## config.mk

```make
export PLATFORM = sky130hd
export DESIGN_NAME = gtx_tx_arbiter_flat
export DESIGN_NICKNAME = d
export VERILOG_FILES = /design/src/rtl/gtx_tx_arbiter_if.sv /design/src/rtl/gtx_tx_arbiter.sv /design/src/flat_wrapper.sv
export SDC_FILE = /design/constraint.sdc
export NUM_CORES = 1
export LEC_CHECK = 0
export ABC_AREA = 1
export ABC_CLOCK_PERIOD_IN_PS = 1500
export BUFFER_PORTS_ARGS = -buffer_cell sky130_fd_sc_hd__buf_2
export CAP_MARGIN = 20
export CORE_MARGIN = 10
export CORE_UTILIZATION = 38
export CTS_CLUSTER_DIAMETER = 60
export CTS_CLUSTER_SIZE = 16
export DETAILED_ROUTE_END_ITERATION = 7
export GPL_ROUTABILITY_DRIVEN = 0
export PLACE_DENSITY = 0.77
export SETUP_SLACK_MARGIN = 0.02
export SLEW_MARGIN = 20
export SYNTH_ARGS = -nofsm -noshare
export SYNTH_HDL_FRONTEND = slang
export SYNTH_SLANG_ARGS = --single-unit
```

## constraint.sdc

```tcl
create_clock -name core_clk -period 1.5 [get_ports core_clk]
set_input_delay 0.15 -clock core_clk [delete_from_list [all_inputs] [get_ports core_clk]]
set_output_delay 0.15 -clock core_clk [all_outputs]
set_load 0.1 [all_outputs]
```

## src/rtl/gtx_tx_arbiter_if.sv

```systemverilog
// Bundle of the requester-side AXI-stream inputs and the merged core2gtp output stream.
interface gtx_tx_arbiter_if #(
  parameter int NUM_REQ = 4
);
  // Every channel transfers a word on a rising edge where valid && ready are both high;
  // valid never waits on ready, and valid/data/last hold steady until that transfer.
  logic [NUM_REQ*32-1:0] req_tdata;
  logic [NUM_REQ-1:0]    req_tvalid;
  logic [NUM_REQ-1:0]    req_tlast;
  logic [NUM_REQ-1:0]    req_tready;
  logic [31:0]           core2gtp_tdata;
  logic                  core2gtp_tvalid;
  logic                  core2gtp_tlast;
  logic                  core2gtp_tready;

  modport master (
    input  req_tdata, req_tvalid, req_tlast, core2gtp_tready,
    output req_tready, core2gtp_tdata, core2gtp_tvalid, core2gtp_tlast
  );

  modport slave (
    output req_tdata, req_tvalid, req_tlast, core2gtp_tready,
    input  req_tready, core2gtp_tdata, core2gtp_tvalid, core2gtp_tlast
  );
endinterface

```

## src/rtl/gtx_tx_arbiter.sv

```systemverilog
// Packet-granular round-robin arbiter merging NUM_REQ AXI-stream requesters into the
// GTX TX stream, prefixing each packet with a {magic, seq, source} header word.
module gtx_tx_arbiter #(
  parameter int          NUM_REQ   = 4,
  parameter int          ID_W      = 2,
  parameter logic [15:0] HDR_MAGIC = 16'hA55A
) (
  input  logic                 core_clk,
  input  logic                 reset,
  input  logic                 channel_up,
  gtx_tx_arbiter_if.master     bus,
  output logic [ID_W-1:0]      grant_id,
  output logic                 busy,
  output logic [15:0]          pkt_count,
  output logic [1:0]           fsm_state
);

  typedef enum logic [1:0] {
    IDLE = 2'd0,
    HDR  = 2'd1,
    DATA = 2'd2
  } state_t;

  state_t          state;
  logic [ID_W-1:0] last_grant;
  logic [7:0]      seq;
  logic            cu_meta;
  logic            cu_sync;

  logic [31:0]     req_data_a [NUM_REQ];
  logic            pick_found;
  logic [ID_W-1:0] pick;
  logic [ID_W-1:0] idx;
  logic            data_hs;

  for (genvar i = 0; i < NUM_REQ; i++) begin : g_unpack
    assign req_data_a[i] = bus.req_tdata[32*i +: 32];
  end

  // Rotating search starting just after the previous grantee.
  always_comb begin
    pick_found = 1'b0;
    pick       = '0;
    idx        = '0;
    for (int k = 1; k <= NUM_REQ; k++) begin
      idx = ID_W'((int'(last_grant) + k) % NUM_REQ);
      if (!pick_found && bus.req_tvalid[idx]) begin
        pick_found = 1'b1;
        pick       = idx;
      end
    end
  end

  assign data_hs   = bus.req_tvalid[grant_id] && bus.core2gtp_tready;
  assign fsm_state = state;
  assign busy      = !reset && (state != IDLE);

  // DATA is a combinational pass-through so payload streams with no added latency.
  always_comb begin
    bus.core2gtp_tdata  = '0;
    bus.core2gtp_tvalid = 1'b0;
    bus.core2gtp_tlast  = 1'b0;
    bus.req_tready      = '0;
    if (!reset) begin
      case (state)
        HDR: begin
          bus.core2gtp_tvalid = 1'b1;
          bus.core2gtp_tdata  = {HDR_MAGIC, seq, 8'(grant_id)};
        end
        DATA: begin
          bus.core2gtp_tdata       = req_data_a[grant_id];
          bus.core2gtp_tvalid      = bus.req_tvalid[grant_id];
          bus.core2gtp_tlast       = bus.req_tlast[grant_id];
          bus.req_tready[grant_id] = bus.core2gtp_tready;
        end
        default: ;
      endcase
    end
  end

  always_ff @(posedge core_clk) begin
    if (reset) begin
      state      <= IDLE;
      last_grant <= ID_W'(NUM_REQ - 1);
      seq        <= 8'h00;
      pkt_count  <= 16'h0000;
      grant_id   <= '0;
      cu_meta    <= 1'b0;
      cu_sync    <= 1'b0;
    end else begin
      cu_meta <= channel_up;
      cu_sync <= cu_meta;
      case (state)
        IDLE: begin
          // Link status only gates new grants; an in-flight packet always completes.
          if (cu_sync && pick_found) begin
            grant_id <= pick;
            state    <= HDR;
          end
        end
        HDR: begin
          if (bus.core2gtp_tready) begin
            seq   <= seq + 8'd1;
            state <= DATA;
          end
        end
        DATA: begin
          if (data_hs && bus.req_tlast[grant_id]) begin
            last_grant <= grant_id;
            pkt_count  <= pkt_count + 16'd1;
            state      <= IDLE;
          end
        end
        default: state <= IDLE;
      endcase
    end
  end

endmodule
```

## src/flat_wrapper.sv

```systemverilog
// flat-port wrapper written by rule: the top's interface ports become plain ports
module gtx_tx_arbiter_flat 
#(
  parameter int          NUM_REQ   = 4,
  parameter int          ID_W      = 2,
  parameter logic [15:0] HDR_MAGIC = 16'hA55A
)
  (core_clk, reset, channel_up, grant_id, busy, pkt_count, fsm_state, bus_req_tdata, bus_req_tvalid, bus_req_tlast, bus_core2gtp_tready, bus_req_tready, bus_core2gtp_tdata, bus_core2gtp_tvalid, bus_core2gtp_tlast);
  gtx_tx_arbiter_if #(.NUM_REQ(NUM_REQ)) bus_i ();
  input  logic core_clk;
  input  logic reset;
  input  logic channel_up;
  output logic [ID_W-1:0] grant_id;
  output logic busy;
  output logic [15:0] pkt_count;
  output logic [1:0] fsm_state;
  input wire logic [$bits(bus_i.req_tdata)-1:0] bus_req_tdata;
  input wire logic [$bits(bus_i.req_tvalid)-1:0] bus_req_tvalid;
  input wire logic [$bits(bus_i.req_tlast)-1:0] bus_req_tlast;
  input wire logic [$bits(bus_i.core2gtp_tready)-1:0] bus_core2gtp_tready;
  output wire logic [$bits(bus_i.req_tready)-1:0] bus_req_tready;
  output wire logic [$bits(bus_i.core2gtp_tdata)-1:0] bus_core2gtp_tdata;
  output wire logic [$bits(bus_i.core2gtp_tvalid)-1:0] bus_core2gtp_tvalid;
  output wire logic [$bits(bus_i.core2gtp_tlast)-1:0] bus_core2gtp_tlast;
  assign bus_i.req_tdata = bus_req_tdata;
  assign bus_i.req_tvalid = bus_req_tvalid;
  assign bus_i.req_tlast = bus_req_tlast;
  assign bus_i.core2gtp_tready = bus_core2gtp_tready;
  assign bus_req_tready = bus_i.req_tready;
  assign bus_core2gtp_tdata = bus_i.core2gtp_tdata;
  assign bus_core2gtp_tvalid = bus_i.core2gtp_tvalid;
  assign bus_core2gtp_tlast = bus_i.core2gtp_tlast;
  gtx_tx_arbiter #(.NUM_REQ(NUM_REQ), .ID_W(ID_W), .HDR_MAGIC(HDR_MAGIC)) u_core (.core_clk(core_clk), .reset(reset), .channel_up(channel_up), .bus(bus_i), .grant_id(grant_id), .busy(busy), .pkt_count(pkt_count), .fsm_state(fsm_state));
endmodule
```

==> results of run 1 <==
-- how the worst max path moves through the flow --
stage                                       to                              start
2_1_floorplan           bus_core2gtp_tdata[16]   u_core.fsm_state[1]$_SDFFE_PP0P_
3_3_place_gp            bus_core2gtp_tdata[17]    u_core.grant_id[1]$_SDFFE_PP0P_
3_5_place_dp   u_core.grant_id[1]$_SDFFE_PP0P_  u_core.last_grant[0]$_SDFFE_PP1P_
4_1_cts                 bus_core2gtp_tdata[13]    u_core.grant_id[1]$_SDFFE_PP0P_
5_1_grt                 bus_core2gtp_tdata[20]    u_core.grant_id[0]$_SDFFE_PP0P_
6_report                bus_core2gtp_tdata[20]    u_core.grant_id[0]$_SDFFE_PP0P_
-- cells in the mapped netlist, drive strengths merged --
| cell | number | area share |
|---|---|---|
| nor2 | 51 | 0.067 |
| a22oi | 38 | 0.099 |
| nand3b | 2 | 0.0052 |
| o211ai | 2 | 0.0087 |
| nor3b | 2 | 0.0069 |
| nor3 | 9 | 0.016 |
| o21ai | 10 | 0.017 |
| xor2 | 4 | 0.012 |
| and3 | 1 | 0.0022 |
| clkbuf | 21 | 0.027 |
| a21oi | 45 | 0.086 |
| nand4 | 27 | 0.063 |
| nand3 | 20 | 0.035 |
| inv | 35 | 0.046 |
| nand2 | 164 | 0.22 |
| ha | 6 | 0.026 |
| buf | 5 | 0.015 |
| clkinv | 2 | 0.0026 |
| dfxtp | 32 | 0.22 |
| xnor2 | 7 | 0.021 |
| nor4 | 1 | 0.0022 |
-- power groups by stage --
| stage | Sequential [uW] | Clock, uW | Combinational (uW) |
|---|---|---|---|
| floorplan | 1230 | 0 | 2470 |
| global placement | 1000 | 0 | 3880 |
| detailed placement | 1000 | 0 | 3950 |
| CTS | 992 | 746 | 4460 |
| global route | 1020 | 810 | 5800 |
| finish | 1020 | 814 | 5650 |
-- sequential cells by signal, summed over array words and instances, names as in the netlist --
signal	flops
u_core.pkt_count	16
u_core.seq	8
u_core.fsm_state	2
u_core.grant_id	2
u_core.last_grant	2
u_core.cu_meta	1
u_core.cu_sync	1
-- per-stage QoR --
stage                     setup TNS [ps]  setup slack [ps]  instances
after floorplan                   -18390            -498.5        484
after global placement            -107.9            -42.81        809
after detailed placement           -1700            -199.9        809
after CTS                         -14340            -350.6        836
after global routing              -30570             -1073        872
final                             -28580            -953.9        875
-- layer usage --
layer  up-vias  track usage  share of wire
li1       2212            -              -
met1      2786       0.2978           0.28
met2       970       0.5257           0.41
met3       439      0.05090           0.17
met4         2       0.1306           0.14
met5         -            0         0.0014
-- area by class of cell --
cell class	instances	area (sq um)
multi-input cells	390	3040
diodes	16	40.04
repair inverters	1	8.758
fillers	231	495.5
well taps	99	123.9
clock buffers	8	100.1
repair buffers	292	2633
flip-flops and latches	32	695.7
inverters	37	193.9
-- worst min-delay path, delay by kind of cell --
family | cells | cell delay [ps]
buffers and inverters | 2 | 150
and+or+nand+nor | 1 | 40
-- logic make-up after synthesis --
group | count (synthesis) | share of synthesized area
XOR/XNOR | 11 | 0.03343
buffers and inverters | 63 | 0.09032
flip-flops | 32 | 0.2223
adder cells (fa/ha/maj) | 6 | 0.02605
AND/OR/NAND/NOR | 277 | 0.4169
AO/OA/AOI/OAI | 95 | 0.2110
-- repair_timing --
item / CTS / global route
pin swaps: 25 / 41
gates resized for setup: 77 / 94
buffers inserted: 16 / 19
gates cloned: 3 / 6
endpoints found under the setup margin: 58 / 65
==> results by group, run 1 <==
Worst setup path
  • Crit path largest cell delay: 460 ps
  • Setup crit end kind: output pin
  • R2R Path Start: u_core.grant_id[1]$_SDFFE_PP0P_
  • Slowest-stage cell, CP: dfxtp_4
  • Req. time, crit path: approximately 1400 ps
  • Critical path arrival: roughly 2300 ps
  • Largest delay contributor family on the critical path: simple AND/OR/NAND/NOR gates
  • Worst Path Buf+Inv: 4
  • Critical path type: register to output pin
  • WP depth: 9
  • CP Cell Sequence: inv_4 > nand2_4 > inv_8 > clkbuf_16 > nand2_1 > nand4_1 > a21oi_2 > nor2_4 > buf_12
  • Crit start category: register
  • Worst R2R Path Depth: 13
  • Reg2reg end: u_core.pkt_count[2]$_SDFFE_PP0P_
  • Worst reg2reg setup slack: -560 ps
  • Maximum fanout along the worst path: 7

Yosys
  • Synth Instances: 484
  • Post-Syn Area: 2882 sq um
  • Yosys warning count: 0
  • Synth Net Count: 630
  • Synthesis-stage register bit count: 32
  • Syn Area/Cell: between 5 and 6 sq um
  • Sequential area share after synthesis: 0.2223
  • Netlist cell types: 30

Clock network
  • Clk buf depth: 2
  • Clock latency at the later pin of the worst-skew pair: 320 ps
  • H-tree depth: 2
  • CTS tree: built
  • Root Driver: clkbuf_8
  • CTS Hold Bufs: 0
  • Clock transition at path regs: 70 ps
  • Inserted Clock Buffers: 5
  • Sink Count: 32

Worst hold path
  • HP Class: input port to register
  • Hold Startpoint: channel_up
  • Hold path cells: 3
  • Hold EP: u_core.cu_meta$_SDFF_PP0_

Route
  • Drc violations: 53
  • Final wirelength: 30.30 mm
  • DR WL/cell: 34.63 microns
  • Post-route ant nets: 0
  • First-pass DRT Iterations: 8
  • DR vias/cell: 7.325
  • Total number of vias: 6409
  • Starting DRT DRC Count: 1443

STA
  • RSZ-0062 raised after global routing: true
  • Final setup fails: 65
  • Min Tclk post-route: 2454 ps
  • Fin. max-slew vios: 0
  • Relative slew margins: 0.6579
  • Clock skew: 17.73 ps
  • Final period util: 1.636
  • Worst-margin pin slew: 516.7 ps
  • PnR worst setup slack: -953.9 ps
  • Final hold vios: 0
  • Hold_ws: 77.54 ps
  • FMAX: between 400 and 500 MHz

Layout
  • Most frequent cells in the layout: buf_2 (157), nand2_1 (102), buf_4 (56), buf_12 (52), nand2_2 (39)
  • Post-layout nets: a little over 900
  • Share of layout cells above drive strength 1: 0.6829
  • Utilization after layout: 0.9324
  • Commonest non-fill, non-tap cell in the layout: buf_2
  • Area Overhead vs Synth: 137.2%
  • Post-Layout Inst Area: roughly 6800 sq um

Die
  • Row count: 31
  • # IOs: 199
  • Core area: ~7300 sq um
  • Die Width: 107.1 microns
  • Starting density of the core: 0.3931
  • Die area: 11470 sq um
  • Chip Height: 107.1 microns

Status
  • Failing checks: design-rule violations, negative setup slack
  • Outcome: finished, violations left

Power
  • P per Cell Area: roughly 1100 nW/um^2
  • Worst VDD drop: 0.001131 V
  • Combinational cell fraction of total power: 0.755
  • Switching power share of the total: 0.5479
  • Cell internal pwr: 3384 uW
  • Pwr Total: between 7000 and 8000 uW
  • Clk network pwr share: 0.109
  • Part of the power in registers: 0.136
  • P_leak: 0.002895 uW
  • Sw Pwr: a little over 4000 uW

GRT
  • Total track usage: 0.2818
  • Vias in the first global route: 4876
  • Largest net degree at the start of global routing: 31
  • Initial antenna violation count: 8
  • First-pass GRT wire length: 26.20 mm
  • Remaining global-route overflow: 0

Flow run
  • Maxcap violations: 0

Placement
  • Area after DPL: 5624 sq um
  • Dpl hpwl: 12.09 mm
  • Port buffer count: between 150 and 200
Power figures use the tool's default switching activity.
==> inputs of run 2 (changes only) <==
==> constraint.sdc (replaced) <==
create_clock -name core_clk -period 1.5 [get_ports core_clk]
set_input_delay 0.075 -clock core_clk [delete_from_list [all_inputs] [get_ports core_clk]]
set_output_delay 0.075 -clock core_clk [all_outputs]
set_load 0.1 [all_outputs]
==> results by group, run 2 (same netlist as run 1, synthesis figures left out) <==
Status
  • Outcome: finished, violations left
  • Failing checks: negative setup slack

Clock network
  • Clock transition at path regs: 60 ps (about the same)
  • Root Driver: clkbuf_8
  • CTS tree: built
  • CTS Hold Bufs: 0 (unchanged)
  • Sink Count: 32 (unchanged)
  • Clock latency at the later pin of the worst-skew pair: 290 ps (-30 ps)
  • Inserted Clock Buffers: 5 (unchanged)
  • H-tree depth: 2 (unchanged)
  • Clk buf depth: 2 (unchanged)

Route
  • Drc violations: 0 (-100%)
  • Total number of vias: 5314 (-17%)
  • DR WL/cell: 25.24 microns (-27%)
  • Starting DRT DRC Count: 869 (-40%)
  • DR vias/cell: 6.349 (-13%)
  • First-pass DRT Iterations: 8 (unchanged)
  • Post-route ant nets: 0 (unchanged)
  • Final wirelength: 21.12 mm (-30%)

GRT
  • Largest net degree at the start of global routing: 32 (+3.2%)
  • First-pass GRT wire length: 23.86 mm (-8.9%)
  • Total track usage: 0.2524 (-0.02942)
  • Remaining global-route overflow: 0 (unchanged)
  • Initial antenna violation count: 2 (-6)
  • Vias in the first global route: 4619 (-5.3%)

Die
  • Die area: 11470 sq um (unchanged)
  • Starting density of the core: 0.3931 (unchanged)
  • # IOs: 199 (unchanged)
  • Row count: 31 (unchanged)
  • Core area: 7331 sq um (unchanged)
  • Die Width: 107.1 microns (unchanged)
  • Chip Height: 107.1 microns (unchanged)

Layout
  • Largest regs: u_core.pkt_count x16, u_core.seq x8
  • Largest register FFs: 16 (unchanged)
  • Post-layout nets: 880 (-2.8%)
  • Commonest non-fill, non-tap cell in the layout: buf_2
  • Non-filler cells, final: 837 (-4.3%)
  • Share of layout cells above drive strength 1: 0.6381 (-0.04480)
  • Area Overhead vs Synth: 124.3%
  • Most frequent cells in the layout: buf_2 (159), nand2_1 (113), buf_12 (46), buf_4 (37), nand2_2 (36)
  • Largest Register: u_core.pkt_count

Power
  • P per Cell Area: 1050 nW/um^2 (-4.1%)
  • Worst VDD drop: 0.0007360 V (-35%)
  • P_leak: 0.002728 uW (-5.7%)
  • Pwr Total: 6788 uW (-9.3%)

Worst setup path
  • Critical path type: register to output pin
  • Maximum fanout along the worst path: 8 (+1)
  • Req. time, crit path: 1420 ps (+70 ps)
  • Setup crit end kind: output pin
  • Worst R2R Path Depth: 9 (-4)
  • Critical path arrival: 1900 ps (-400 ps)
  • Crit start category: register

STA
  • PnR worst setup slack: -472.5 ps (+481.4 ps)
  • Min Tclk post-route: 1972 ps (-481.4 ps)
  • Clock skew: 10.35 ps (-7.386 ps)
  • FMAX: 507.0 MHz (+24%)
  • Final hold vios: 0 (unchanged)
  • Final period util: 1.315 (-0.3209)
  • RSZ-0062 raised after global routing: true
  • Worst-margin pin slew: 517.6 ps (+0.9155 ps)
  • Fin. max-slew vios: 0 (unchanged)
  • Final setup fails: 61 (-6.2%)
  • Relative slew margins: 0.6573 (about the same)

Flow run
  • Maxcap violations: 0 (unchanged)

Placement
  • Dpl hpwl: 11.74 mm (-2.9%)
  • Inst Count DP: 798 (-1.4%)
  • Port buffer count: 198 (unchanged)

Worst hold path
  • HP Class: input port to register
  • Hold path cells: 3 (unchanged)
run 2: cell count changes in the layout (fill, tap and decap cells not counted), moves of 6 or more:
| cell | delta |
|---|---|
| a22oi_1 | +6 |
| a21oi_2 | -6 |
| buf_12 | -6 |
| a21oi_1 | +7 |
| diode_2 | -13 |
| nand2_4 | -7 |
| nand2_1 | +11 |
| buf_6 | -8 |
| buf_4 | -19 |
| a22oi_2 | -6 |
run 2: layer usage:
layer / vias up / global-route usage / routed length (microns)
li1: 2143 / - / -
met1: 2448 / 0.2661 / 6732
met2: 536 / 0.4804 / 10390
met3: 187 / 0.04970 / 2187
met4: 0 / 0.09091 / 1814
met5: - / 0 / 0
run 2: stage by stage:
stage | util | worst slack [ps] | hold slack [ps] | setup TNS, ps | area [sq um]
floorplan | - | -423.5 | 182.0 | -15540 | 3661
global route | 0.8812 | -678.0 | 21.76 | -17870 | 6460
detailed placement | 0.7491 | -177.0 | 296.1 | -898.1 | 5492
finish | 0.8816 | -472.5 | 6.594 | -14760 | 6462
global placement | 0.7491 | 3.254 | 288.7 | 0 | 5492
CTS | 0.8112 | -298.1 | 6.659 | -9676 | 5947
run 2: path summary, 6_finish.rpt:
check                                       start  slack (ps)                                to
setup / recovery  u_core.grant_id[0]$_SDFFE_PP0P_        -470            bus_core2gtp_tdata[20]
hold reg to reg         u_core.cu_meta$_SDFF_PP0_         410         u_core.cu_sync$_SDFF_PP0_
hold / removal                         channel_up           7         u_core.cu_meta$_SDFF_PP0_
setup reg to reg  u_core.grant_id[0]$_SDFFE_PP0P_        -260  u_core.pkt_count[0]$_SDFFE_PP0P_
run 2: worst max-delay path, stage by stage, from the launching register on:
cell and delay, ps:
dfxtp_4 440, nor2_4 60, buf_12 140, buf_12 140
nand2_1 100, nand4_1 210, a21oi_2 270, nor2_4 60
buf_12 170
run 2: cell type report:
type,instances,area [sq um]
inverter,37,183.9
fill,301,868.3
clock buffer,8,100.1
multi-input combinational,389,2875
tap,99,123.9
timing repair inverter,1,8.758
antenna,3,7.507
timing repair buffer,268,2467
sequential,32,695.7
run 2: repair_timing:
action / 4_1_cts / 5_1_grt
resized for setup: 69 / 63
setup endpoints to repair: 60 / 62
pin swaps: 16 / 33
gates cloned: 3 / 9
setup buffers: 9 / 8
run 2: report_power, final:
part | total, uW | switching [uW] | internal (uW)
sequential | 1000 | 93.2 | 907
combinational | 5040 | 3130 | 1910
clock | 744 | 325 | 419
==> inputs of run 3 (changes only) <==
CORE_UTILIZATION = 39   (was 38)
CTS_BUF_LIST = sky130_fd_sc_hd__clkbuf_2 sky130_fd_sc_hd__clkbuf_4 sky130_fd_sc_hd__clkbuf_8   (was unset)
GPL_TIMING_DRIVEN = 0   (was unset)
PLACE_DENSITY = 0.78   (was 0.77)
==> results by group, run 3 (same netlist as run 1, synthesis figures left out) <==
GRT
  • Vias in the first global route: 5090 (+10%)
  • Largest net degree at the start of global routing: 11 (-66%)
  • Remaining global-route overflow: 0 (unchanged)
  • First-pass GRT wire length: 29.17 mm (+22%)
  • Initial antenna violation count: 4 (+2)
  • Total track usage: 0.3199 (+0.06760)

Worst setup path
  • Crit start category: register
  • Req. time, crit path: 1420 ps (about the same)
  • Setup crit end kind: output pin
  • Worst reg2reg setup slack: -460 ps (-200 ps)
  • CP endpoint: bus_core2gtp_tdata[8]
  • Maximum fanout along the worst path: 6 (-2)
  • Reg2reg end: u_core.pkt_count[2]$_SDFFE_PP0P_
  • Critical path arrival: 2120 ps (+220 ps)
  • Worst setup path startpoint: u_core.grant_id[1]$_SDFFE_PP0P_
  • Critical path type: register to output pin
  • Worst R2R Path Depth: 11 (+2)
  • R2R Path Start: u_core.grant_id[1]$_SDFFE_PP0P_

Die
  • Die Width: 106.0 microns (-1.1%)
  • Chip Height: 106.0 microns (-1.1%)
  • Die area: 11230 sq um (-2.1%)
  • Core area: 7214 sq um (-1.6%)
  • Row count: 31 (unchanged)
  • Starting density of the core: 0.3994 (+0.006340)
  • # IOs: 199 (unchanged)

Clock network
  • Sink Count: 32 (unchanged)
  • CTS tree: built
  • Clk buf depth: 2 (unchanged)
  • Clock transition at path regs: 80 ps (+20 ps)
  • H-tree depth: 2 (unchanged)
  • Inserted Clock Buffers: 5 (unchanged)
  • Clock latency at the later pin of the worst-skew pair: 300 ps (about the same)
  • Root Driver: clkbuf_8

Power
  • P_leak: 0.002771 uW (+1.5%)
  • Switching power share of the total: 0.5383 (+0.01571)
  • Sw Pwr: 3865 uW (+8.9%)
  • Clk network pwr share: 0.110 (about the same)
  • Cell internal pwr: 3314 uW (+2.3%)
  • Combinational cell fraction of total power: 0.747 (+0.004)
  • Part of the power in registers: 0.143 (-0.004)
  • P per Cell Area: 1076 nW/um^2 (+2.4%)
  • Worst VDD drop: 0.0008509 V (+16%)

STA
  • Relative slew margins: 0.6013 (-0.05600)
  • Worst-margin pin slew: 594.3 ps (+76.76 ps)
  • Fin. max-slew vios: 0 (unchanged)
  • Clock skew: 15.72 ps (+5.372 ps)
  • PnR worst setup slack: -695.2 ps (-222.7 ps)
  • Final hold vios: 0 (unchanged)
  • Final setup fails: 62 (+1.6%)
  • Final period util: 1.463 (+0.1484)
  • Min Tclk post-route: 2195 ps (+222.7 ps)
  • RSZ-0062 raised after global routing: true
  • FMAX: 455.5 MHz (-10%)
  • Hold_ws: 251.3 ps (+244.7 ps)

Flow run
  • Maxcap violations: 0 (unchanged)

Route
  • First-pass DRT Iterations: 8 (unchanged)
  • Metal3 WL: 4.127 mm (+89%)
  • DR WL/cell: 32.00 microns (+27%)
  • M1 WL: 8.264 mm (+23%)
  • Post-route ant nets: 0 (unchanged)
  • Uppermost layer routed: met5
  • Wire length on met2: 11.61 mm (+12%)
  • Total number of vias: 5994 (+13%)
  • Drc violations: 12 (+12)
  • DR vias/cell: 7.085 (+12%)
  • Starting DRT DRC Count: 956 (+10%)
  • Final wirelength: 27.07 mm (+28%)

Worst hold path
  • HP Class: input port to register

Layout
  • Largest Register: u_core.pkt_count
  • Share of layout cells above drive strength 1: 0.6748 (+0.03670)
  • Largest register FFs: 16 (unchanged)
  • Post-layout nets: 883 (+0.34%)
  • Post-Layout Inst Area: 6673 sq um (+3.3%)
  • Commonest non-fill, non-tap cell in the layout: buf_2
  • Most frequent cells in the layout: buf_2 (159), nand2_1 (104), nand2_2 (45), buf_12 (44), a22oi_2 (33)
  • Largest regs: u_core.pkt_count x16, u_core.seq x8
  • Area Overhead vs Synth: 131.6%

Status
  • Outcome: finished, violations left
  • Failing checks: design-rule violations, negative setup slack

Placement
  • Placement Setup Slack: -357.6 ps (-180.6 ps)
  • Dpl hpwl: 11.18 mm (-4.8%)
  • Port buffer count: 198 (unchanged)
  • Area after DPL: 4776 sq um (-13%)
run 3: changes by cell type in the layout (fill, tap and decap cells not counted), sizes merged:
cell         change
clkbuf          +14
clkinv           +1
inv              -2
dlygate4sd3      +1
buf             -11
diode            +6
run 3: final cells by class:
cell class,count,area (sq um)
diodes,9,22.52
plain buffers,24,376.6
clock buffers,8,103.9
fillers,227,541.8
inverters,37,198.9
multi-input cells,389,3020
flip-flops and latches,32,696.9
well taps,99,123.9
repair buffers,248,2130
run 3: power by group through the flow:
stage,combinational (uW),clock (uW),sequential [uW]
after global placement,3270,0,1000
after detailed placement,3320,0,1000
final,5360,787,1030
after floorplan,2470,0,1230
after CTS,4450,752,982
after global routing,5420,817,1030
run 3: repair_timing:
action	4_1_cts	5_1_grt
buffers inserted	25	15
pin swaps	38	44
resized for setup	240	101
cloned	6	3
setup endpoints to repair	64	63
endpoints found under the hold margin	1	0
hold buffers	1	0
run 3: critical path, cell delays in order (launching register included):
cell	delay, ps
dfxtp_4	380
buf_12	150
inv_8	50
nand2_8	80
clkinv_8	80
clkbuf_16	170
nand2_1	180
nand4_1	180
a22oi_2	300
nor2_4	80
buf_12	170
run 3: routing by layer:
layer	track usage	up-vias
met1	0.3404	2707
met5	0	-
met2	0.5473	811
li1	-	2158
met4	0.2099	2
met3	0.08635	316
run 3: worst min path at each step:
stage	start	endpoint	slack [ps]	depth (start not counted)
after floorplan	channel_up	u_core.cu_meta$_SDFF_PP0_	180	2
after global placement	channel_up	u_core.cu_meta$_SDFF_PP0_	290	3
after detailed placement	channel_up	u_core.cu_meta$_SDFF_PP0_	290	3
after CTS	bus_core2gtp_tready	u_core.seq[1]$_SDFFE_PP0P_	270	4
after global routing	reset	u_core.pkt_count[5]$_SDFFE_PP0P_	270	3
final	reset	u_core.pkt_count[5]$_SDFFE_PP0P_	250	3
run 3: through the flow:
stage	setup TNS (ps)	utilization	cells	power, uW
2_1_floorplan	-15540	-	484	3697
3_3_place_gp	-11810	0.6620	781	4269
3_5_place_dp	-12830	0.6620	781	4323
4_1_cts	-10960	0.8543	821	6183
5_1_grt	-27440	0.9235	842	7264
6_report	-25500	0.9249	846	7179
